<file path="src/rtl/bp_cce_hybrid_cmd_merge_pkg.sv">
// Shared constants and types for the hybrid CCE LCE command merge block.
// Holds FSM state encodings, beat-count width and the BedRock command header sizing.
package bp_cce_hybrid_cmd_merge_pkg;

    typedef enum logic [0:0] {
        e_bp_default_cfg = 1'b0
    } bp_params_e;

    localparam int dword_width_gp              = 64;
    localparam int lce_cmd_msg_header_width_gp = 48;
    localparam int beat_cnt_width_gp           = 4;

    localparam logic [0:0] e_ready = 1'b0;
    localparam logic [0:0] e_data  = 1'b1;

    localparam logic e_src_cached   = 1'b0;
    localparam logic e_src_uncached = 1'b1;

    typedef struct packed {
        logic                                   has_data;
        logic [lce_cmd_msg_header_width_gp-1:0] header;
    } cmd_entry_s;

    function automatic int cce_block_width(bp_params_e cfg);
        case (cfg)
            e_bp_default_cfg: return 512;
            default:          return 512;
        endcase
    endfunction

endpackage

</file>
<file path="src/rtl/bp_cce_hybrid_cmd_merge_fifo.sv">
// Two-entry header buffer with valid/ready on input and valid/yumi on output.
// No bypass: data enqueued this cycle becomes visible on the following cycle.
module bsg_two_fifo #(
    parameter int width_p = 8
) (
    input  logic               clk_i,
    input  logic               reset_i,
    input  logic [width_p-1:0] data_i,
    input  logic               v_i,
    output logic               ready_o,
    output logic [width_p-1:0] data_o,
    output logic               v_o,
    input  logic               yumi_i
);

    logic [width_p-1:0] mem_q [2];
    logic [width_p-1:0] mem_d [2];
    logic               rptr_q, rptr_d;
    logic               wptr_q, wptr_d;
    logic [1:0]         cnt_q, cnt_d;
    logic               enq, deq;

    assign ready_o = (cnt_q != 2'd2);
    assign v_o     = (cnt_q != 2'd0);
    assign data_o  = mem_q[rptr_q];
    assign enq     = v_i & ready_o;
    assign deq     = yumi_i & v_o;

    always_comb begin
        mem_d  = mem_q;
        wptr_d = wptr_q ^ enq;
        rptr_d = rptr_q ^ deq;
        cnt_d  = cnt_q;
        if (enq) begin
            mem_d[wptr_q] = data_i;
        end
        case ({enq, deq})
            2'b10:   cnt_d = cnt_q + 2'd1;
            2'b01:   cnt_d = cnt_q - 2'd1;
            default: cnt_d = cnt_q;
        endcase
    end

    always_ff @(posedge clk_i or posedge reset_i) begin
        if (reset_i) begin
            mem_q[0] <= '0;
            mem_q[1] <= '0;
            rptr_q   <= 1'b0;
            wptr_q   <= 1'b0;
            cnt_q    <= 2'd0;
        end else begin
            mem_q  <= mem_d;
            rptr_q <= rptr_d;
            wptr_q <= wptr_d;
            cnt_q  <= cnt_d;
        end
    end

endmodule

</file>
<file path="src/rtl/bp_cce_hybrid_cmd_merge.sv">
// Merges cached and uncached LCE command bursts onto one output port.
// Headers are round-robin arbitrated and buffered; data beats stream from the locked source.
module bp_cce_hybrid_cmd_merge
    import bp_cce_hybrid_cmd_merge_pkg::*;
#(
    parameter bp_params_e bp_params_p      = e_bp_default_cfg,
    parameter int         lce_data_width_p = dword_width_gp,
    localparam int        lce_cmd_msg_header_width_lp = lce_cmd_msg_header_width_gp
) (
    input  logic                                   clk_i,
    input  logic                                   reset_i,
    output logic                                   empty_o,

    input  logic [lce_cmd_msg_header_width_lp-1:0] lce_cmd_header_i,
    input  logic                                   lce_cmd_header_v_i,
    output logic                                   lce_cmd_header_ready_and_o,
    input  logic                                   lce_cmd_has_data_i,
    input  logic [lce_data_width_p-1:0]            lce_cmd_data_i,
    input  logic                                   lce_cmd_data_v_i,
    output logic                                   lce_cmd_data_ready_and_o,
    input  logic                                   lce_cmd_last_i,

    input  logic [lce_cmd_msg_header_width_lp-1:0] uc_lce_cmd_header_i,
    input  logic                                   uc_lce_cmd_header_v_i,
    output logic                                   uc_lce_cmd_header_ready_and_o,
    input  logic                                   uc_lce_cmd_has_data_i,
    input  logic [lce_data_width_p-1:0]            uc_lce_cmd_data_i,
    input  logic                                   uc_lce_cmd_data_v_i,
    output logic                                   uc_lce_cmd_data_ready_and_o,
    input  logic                                   uc_lce_cmd_last_i,

    output logic [lce_cmd_msg_header_width_lp-1:0] lce_cmd_header_o,
    output logic                                   lce_cmd_header_v_o,
    input  logic                                   lce_cmd_header_ready_and_i,
    output logic                                   lce_cmd_has_data_o,
    output logic [lce_data_width_p-1:0]            lce_cmd_data_o,
    output logic                                   lce_cmd_data_v_o,
    input  logic                                   lce_cmd_data_ready_and_i,
    output logic                                   lce_cmd_last_o
);

    localparam int max_beats_lp = cce_block_width(bp_params_p) / lce_data_width_p;

    logic [0:0]                   state_q, state_d;
    logic                         prio_q, prio_d;
    logic                         lock_q, lock_d;
    logic [beat_cnt_width_gp-1:0] beat_cnt_q, beat_cnt_d;

    cmd_entry_s enq_entry, deq_entry;
    logic       fifo_ready, fifo_v, fifo_yumi;
    logic       grant_c, grant_uc, hdr_accept, in_data, data_hs;

    // Both valid: the priority source wins; otherwise the lone valid source wins.
    always_comb begin
        grant_c  = 1'b0;
        grant_uc = 1'b0;
        if ((state_q == e_ready) && fifo_ready && !reset_i) begin
            if (lce_cmd_header_v_i && (!uc_lce_cmd_header_v_i || (prio_q == e_src_cached))) begin
                grant_c = 1'b1;
            end else if (uc_lce_cmd_header_v_i) begin
                grant_uc = 1'b1;
            end
        end
    end

    assign lce_cmd_header_ready_and_o    = grant_c;
    assign uc_lce_cmd_header_ready_and_o = grant_uc;
    assign hdr_accept                    = grant_c | grant_uc;

    assign enq_entry.has_data = grant_uc ? uc_lce_cmd_has_data_i : lce_cmd_has_data_i;
    assign enq_entry.header   = grant_uc ? uc_lce_cmd_header_i   : lce_cmd_header_i;

    bsg_two_fifo #(
        .width_p ($bits(cmd_entry_s))
    ) header_buffer (
        .clk_i   (clk_i),
        .reset_i (reset_i),
        .data_i  (enq_entry),
        .v_i     (hdr_accept),
        .ready_o (fifo_ready),
        .data_o  (deq_entry),
        .v_o     (fifo_v),
        .yumi_i  (fifo_yumi)
    );

    assign fifo_yumi          = fifo_v & lce_cmd_header_ready_and_i;
    assign lce_cmd_header_v_o = fifo_v;
    assign lce_cmd_header_o   = deq_entry.header;
    assign lce_cmd_has_data_o = deq_entry.has_data;
    assign empty_o            = (state_q == e_ready) & ~fifo_v;

    assign in_data          = (state_q == e_data);
    assign lce_cmd_data_o   = lock_q ? uc_lce_cmd_data_i : lce_cmd_data_i;
    assign lce_cmd_data_v_o = in_data & (lock_q ? uc_lce_cmd_data_v_i : lce_cmd_data_v_i);
    assign lce_cmd_last_o   = in_data & (lock_q ? uc_lce_cmd_last_i : lce_cmd_last_i);

    assign lce_cmd_data_ready_and_o    = in_data & (lock_q == e_src_cached)   & lce_cmd_data_ready_and_i;
    assign uc_lce_cmd_data_ready_and_o = in_data & (lock_q == e_src_uncached) & lce_cmd_data_ready_and_i;

    assign data_hs = lce_cmd_data_v_o & lce_cmd_data_ready_and_i;

    always_comb begin
        state_d    = state_q;
        prio_d     = prio_q;
        lock_d     = lock_q;
        beat_cnt_d = beat_cnt_q;
        case (state_q)
            e_ready: begin
                if (hdr_accept) begin
                    prio_d = grant_c ? e_src_uncached : e_src_cached;
                    if (enq_entry.has_data) begin
                        state_d    = e_data;
                        lock_d     = grant_uc;
                        beat_cnt_d = '0;
                    end
                end
            end
            e_data: begin
                if (data_hs) begin
                    if (beat_cnt_q != '1) begin
                        beat_cnt_d = beat_cnt_q + beat_cnt_width_gp'(1);
                    end
                    if (lce_cmd_last_o) begin
                        state_d = e_ready;
                    end
                end
            end
            default: state_d = e_ready;
        endcase
    end

    always_ff @(posedge clk_i or posedge reset_i) begin
        if (reset_i) begin
            state_q    <= e_ready;
            prio_q     <= e_src_cached;
            lock_q     <= e_src_cached;
            beat_cnt_q <= '0;
        end else begin
            state_q    <= state_d;
            prio_q     <= prio_d;
            lock_q     <= lock_d;
            beat_cnt_q <= beat_cnt_d;
        end
    end

    // A burst longer than one cache block means a source broke the protocol.
    beat_cnt_in_range: assert property (@(posedge clk_i) disable iff (reset_i)
        int'(beat_cnt_q) <= max_beats_lp);

endmodule
</file>
<file path="config.mk">
export PLATFORM = sky130hd
export DESIGN_NAME = bp_cce_hybrid_cmd_merge
export DESIGN_NICKNAME = d
export VERILOG_FILES = /design/src/rtl/bp_cce_hybrid_cmd_merge_pkg.sv /design/src/rtl/bp_cce_hybrid_cmd_merge_fifo.sv /design/src/rtl/bp_cce_hybrid_cmd_merge.sv
export SDC_FILE = /design/constraint.sdc
export NUM_CORES = 1
export LEC_CHECK = 0
export BUFFER_PORTS_ARGS = -buffer_cell sky130_fd_sc_hd__buf_2
export CORE_AREA = 2 2 139 141
export CTS_CLUSTER_DIAMETER = 150
export DETAILED_ROUTE_END_ITERATION = 8
export DIE_AREA = 0 0 141 143
export MAX_ROUTING_LAYER = met4
export SYNTH_ARGS = -nofsm -noshare
export SYNTH_HDL_FRONTEND = slang
export SYNTH_SLANG_ARGS = --single-unit
</file>
<file path="constraint.sdc">
create_clock -name clk_i -period 11.1 [get_ports clk_i]
set_clock_uncertainty 0.2 [all_clocks]
set_input_delay 2.22 -clock clk_i [delete_from_list [all_inputs] [get_ports clk_i]]
set_output_delay 2.22 -clock clk_i [all_outputs]
set_load 0.01 [all_outputs]
</file>
==> qor.txt <==
top cells by area, synth: dfrtp_1 46%, mux2_2 14%, mux2i_1 9.0%
drt pass-1 iters: 4
fin crit share: 0.496
Max Root-Sink Buffers: 2
vias: 5,300
Slew Viols, Final: 0
Worst Setup Start Kind: input port
minimum clock period: 5.51 ns
Worst VDD drop: 0.000117 V
Fmax: 182 MHz
Ys Warns: 0
hpwl dp: 16,600 um
power density cells: 260 nW/um^2
Sum Neg Setup Slack: 0 ns
Worst Tran Pin Value: 1.02 ns
# port buffers: 356
I/O Pins: 357
post-CTS setup buffers: 0
via/cell ratio: 4.72
final hold violations: 0
worst min path class: flop to flop
# resized after CTS: 0
DRT iter0 DRCs: 207
first-pass GRT wire length: 29,800 um
Post-Route WL: 20,900 um
outcome: finished, final reports clean
post-synthesis sequential area ratio: 0.461
CTS clk-pin slew, worst paths: 0.07 ns
WL met1: 8270 um
R2R Setup Slk: 8.46 ns
GP Congestion: 0.950
vias in the first global route: 5,064
Nets: 1,114
root buf cell: clkbuf_16
Die X: 141 um
metal3 WL: 1530 um
CTS buffer count: 9
synth unique cells: 24
layout cell share with drive strength beyond 1: 0.519
Worst-Skew Late Latency: 0.34 ns
max layer used: met4
initial antenna violation count: 13
drc violations: 0
share of the synthesized area in the top cell type: 0.461
Hold Worst Slack: 0.294 ns
Max-cap violations: 0
CTS tree: yes
total grt overflow: 0
largest net degree at the start of global routing: 99
post-synth design cell area: 5700 um^2
WP data arrival: 3.09 ns
average wire per standard cell: 18.6 um
total track usage: 0.208
final setup fails: 0
Crit path required time: 8.68 ns
clk sinks: 105
Area Growth Syn to Fin: 40.2%
slew margin rel.: 0.320
Leak: 4.14 nW
layout filler cell count: 1,850
H-tree depth: 3
antenna viol nets, final: 0
area leader, netlist: dfrtp_1
Syn Area/Cell: 10.5 um^2
Syn Nets: 784
crit end category: primary output
starting density of the core: 0.307
Die Y: 143 um
#FFs+latches synth: 105
hold_buf cts: 0
met2 WL post-DR: 10,600 um
critical path type: input port to primary output
RSZ-0062 raised after global routing: false
Core Region: 18,600 um^2
CP max FO: 4
Die ar.: 20,200 um^2
row count: 50
Cells after Synth: 545
-- report_power, final --
| group | internal [mW] | switching [mW] | total (mW) | leakage, nW |
|---|---|---|---|---|
| sequential | 0.575 | 0.116 | 0.690 | 1.16 |
| combinational | 0.498 | 0.553 | 1.05 | 2.82 |
| clock | 0.184 | 0.150 | 0.334 | 0.151 |
| total | 1.26 | 0.819 | 2.08 | 4.14 |
-- synth_stat cells --
library cell	number
nor2_1	103
xor2_1	2
nor2b_1	2
nand2_1	5
o21ai_1	2
buf_2	13
buf_4	5
a31oi_1	3
mux2_2	72
a21oi_1	98
o31ai_1	1
or2_1	1
mux2i_1	51
mux2_1	41
xnor2_1	2
ha_1	3
clkbuf_1	23
inv_1	4
inv_2	3
nand2b_1	2
a2bb2oi_1	1
dfrtp_1	105
nand4_2	1
and2_1	2
-- metrics by stage --
step / util / cells / area (um^2) / setup WS [ns] / power, mW
detailed placement: 0.412 / 1098 / 7650 / 5.58 / 1.76
global route: 0.430 / 1123 / 7980 / 5.53 / 2.23
floorplan: - / 545 / 5700 / 5.90 / 1.37
CTS: 0.428 / 1114 / 7960 / 5.59 / 2.11
global placement: 0.412 / 1098 / 7650 / 5.59 / 1.74
finish: 0.430 / 1123 / 7980 / 5.59 / 2.08
-- flip-flops by register name, summed over array words and instances, names as in the netlist --
name	count
in_data	1
lock_q	1
header_buffer.rptr_q	1
header_buffer.mem_q	98
prio_q	1
header_buffer.cnt_q	2
header_buffer.wptr_q	1
-- layer usage --
layer / global-route usage / vias up
li1: - / 2566
met1: 0.237 / 2477
met2: 0.343 / 230
met3: 0.0503 / 27
met4: 0.104 / 0
met5: - / -
-- critical path, cell delays in order --
cell,delay (ns)
buf_2,0.12
nor2_1,0.19
and2_1,0.22
nand2_1,0.07
a21oi_1,0.12
buf_2,0.15
-- cells by family (layout without fill, tap and decap cells) --
group           Yosys count  after routing  synth area share
simple gates            116            116            0.0811
mux                     164            164             0.313
buf+inv                  48            383            0.0378
compound gates          105            105            0.0940
xor+xnor                  4              4           0.00615
fa+ha+maj                 3              3           0.00659
other cells               0              9                 0
flops                   105            105             0.461
-- layout make-up --
cell class,instances,area [um^2],share of cell area
Multi-Input combinational cell,392,2890,0.362
Sequential cell,105,2630,0.329
Timing Repair Buffer,360,1810,0.227
Tap cell,234,293,0.0367
Clock buffer,10,239,0.0299
Clock inverter,6,71.3,0.00893
Inverter,7,28.8,0.00361
Antenna cell,9,22.5,0.00282
-- worst paths after layout --
path | cells after the start | to | startpoint
worst min-delay path | 1 | header_buffer.cnt_q[1]$_DFFE_PP0P_ | header_buffer.cnt_q[1]$_DFFE_PP0P_
worst min register to register | 1 | header_buffer.cnt_q[1]$_DFFE_PP0P_ | header_buffer.cnt_q[1]$_DFFE_PP0P_
max in group asynchronous | 3 | header_buffer.mem_q[69]$_DFFE_PP0P_ | reset_i
worst max register to register | 7 | header_buffer.mem_q[0]$_DFFE_PP0P_ | in_data$_DFF_PP0_
min in group asynchronous | 2 | header_buffer.mem_q[87]$_DFFE_PP0P_ | reset_i
worst max-delay path | 6 | lce_cmd_header_ready_and_o | reset_i
-- cell usage in the layout, fill, tap and decap left out, types with 3 or more instances in the layout --
cell type / instances
a21oi_1: 98
mux2_1: 41
inv_2: 3
buf_2: 356
nor2_1: 103
a31oi_1: 3
nand2_1: 5
diode_2: 9
mux2_2: 72
mux2i_1: 51
inv_1: 3
clkbuf_16: 9
dfrtp_1: 103
buf_4: 4
No activity file was read; power rests on OpenSTA's default activity.
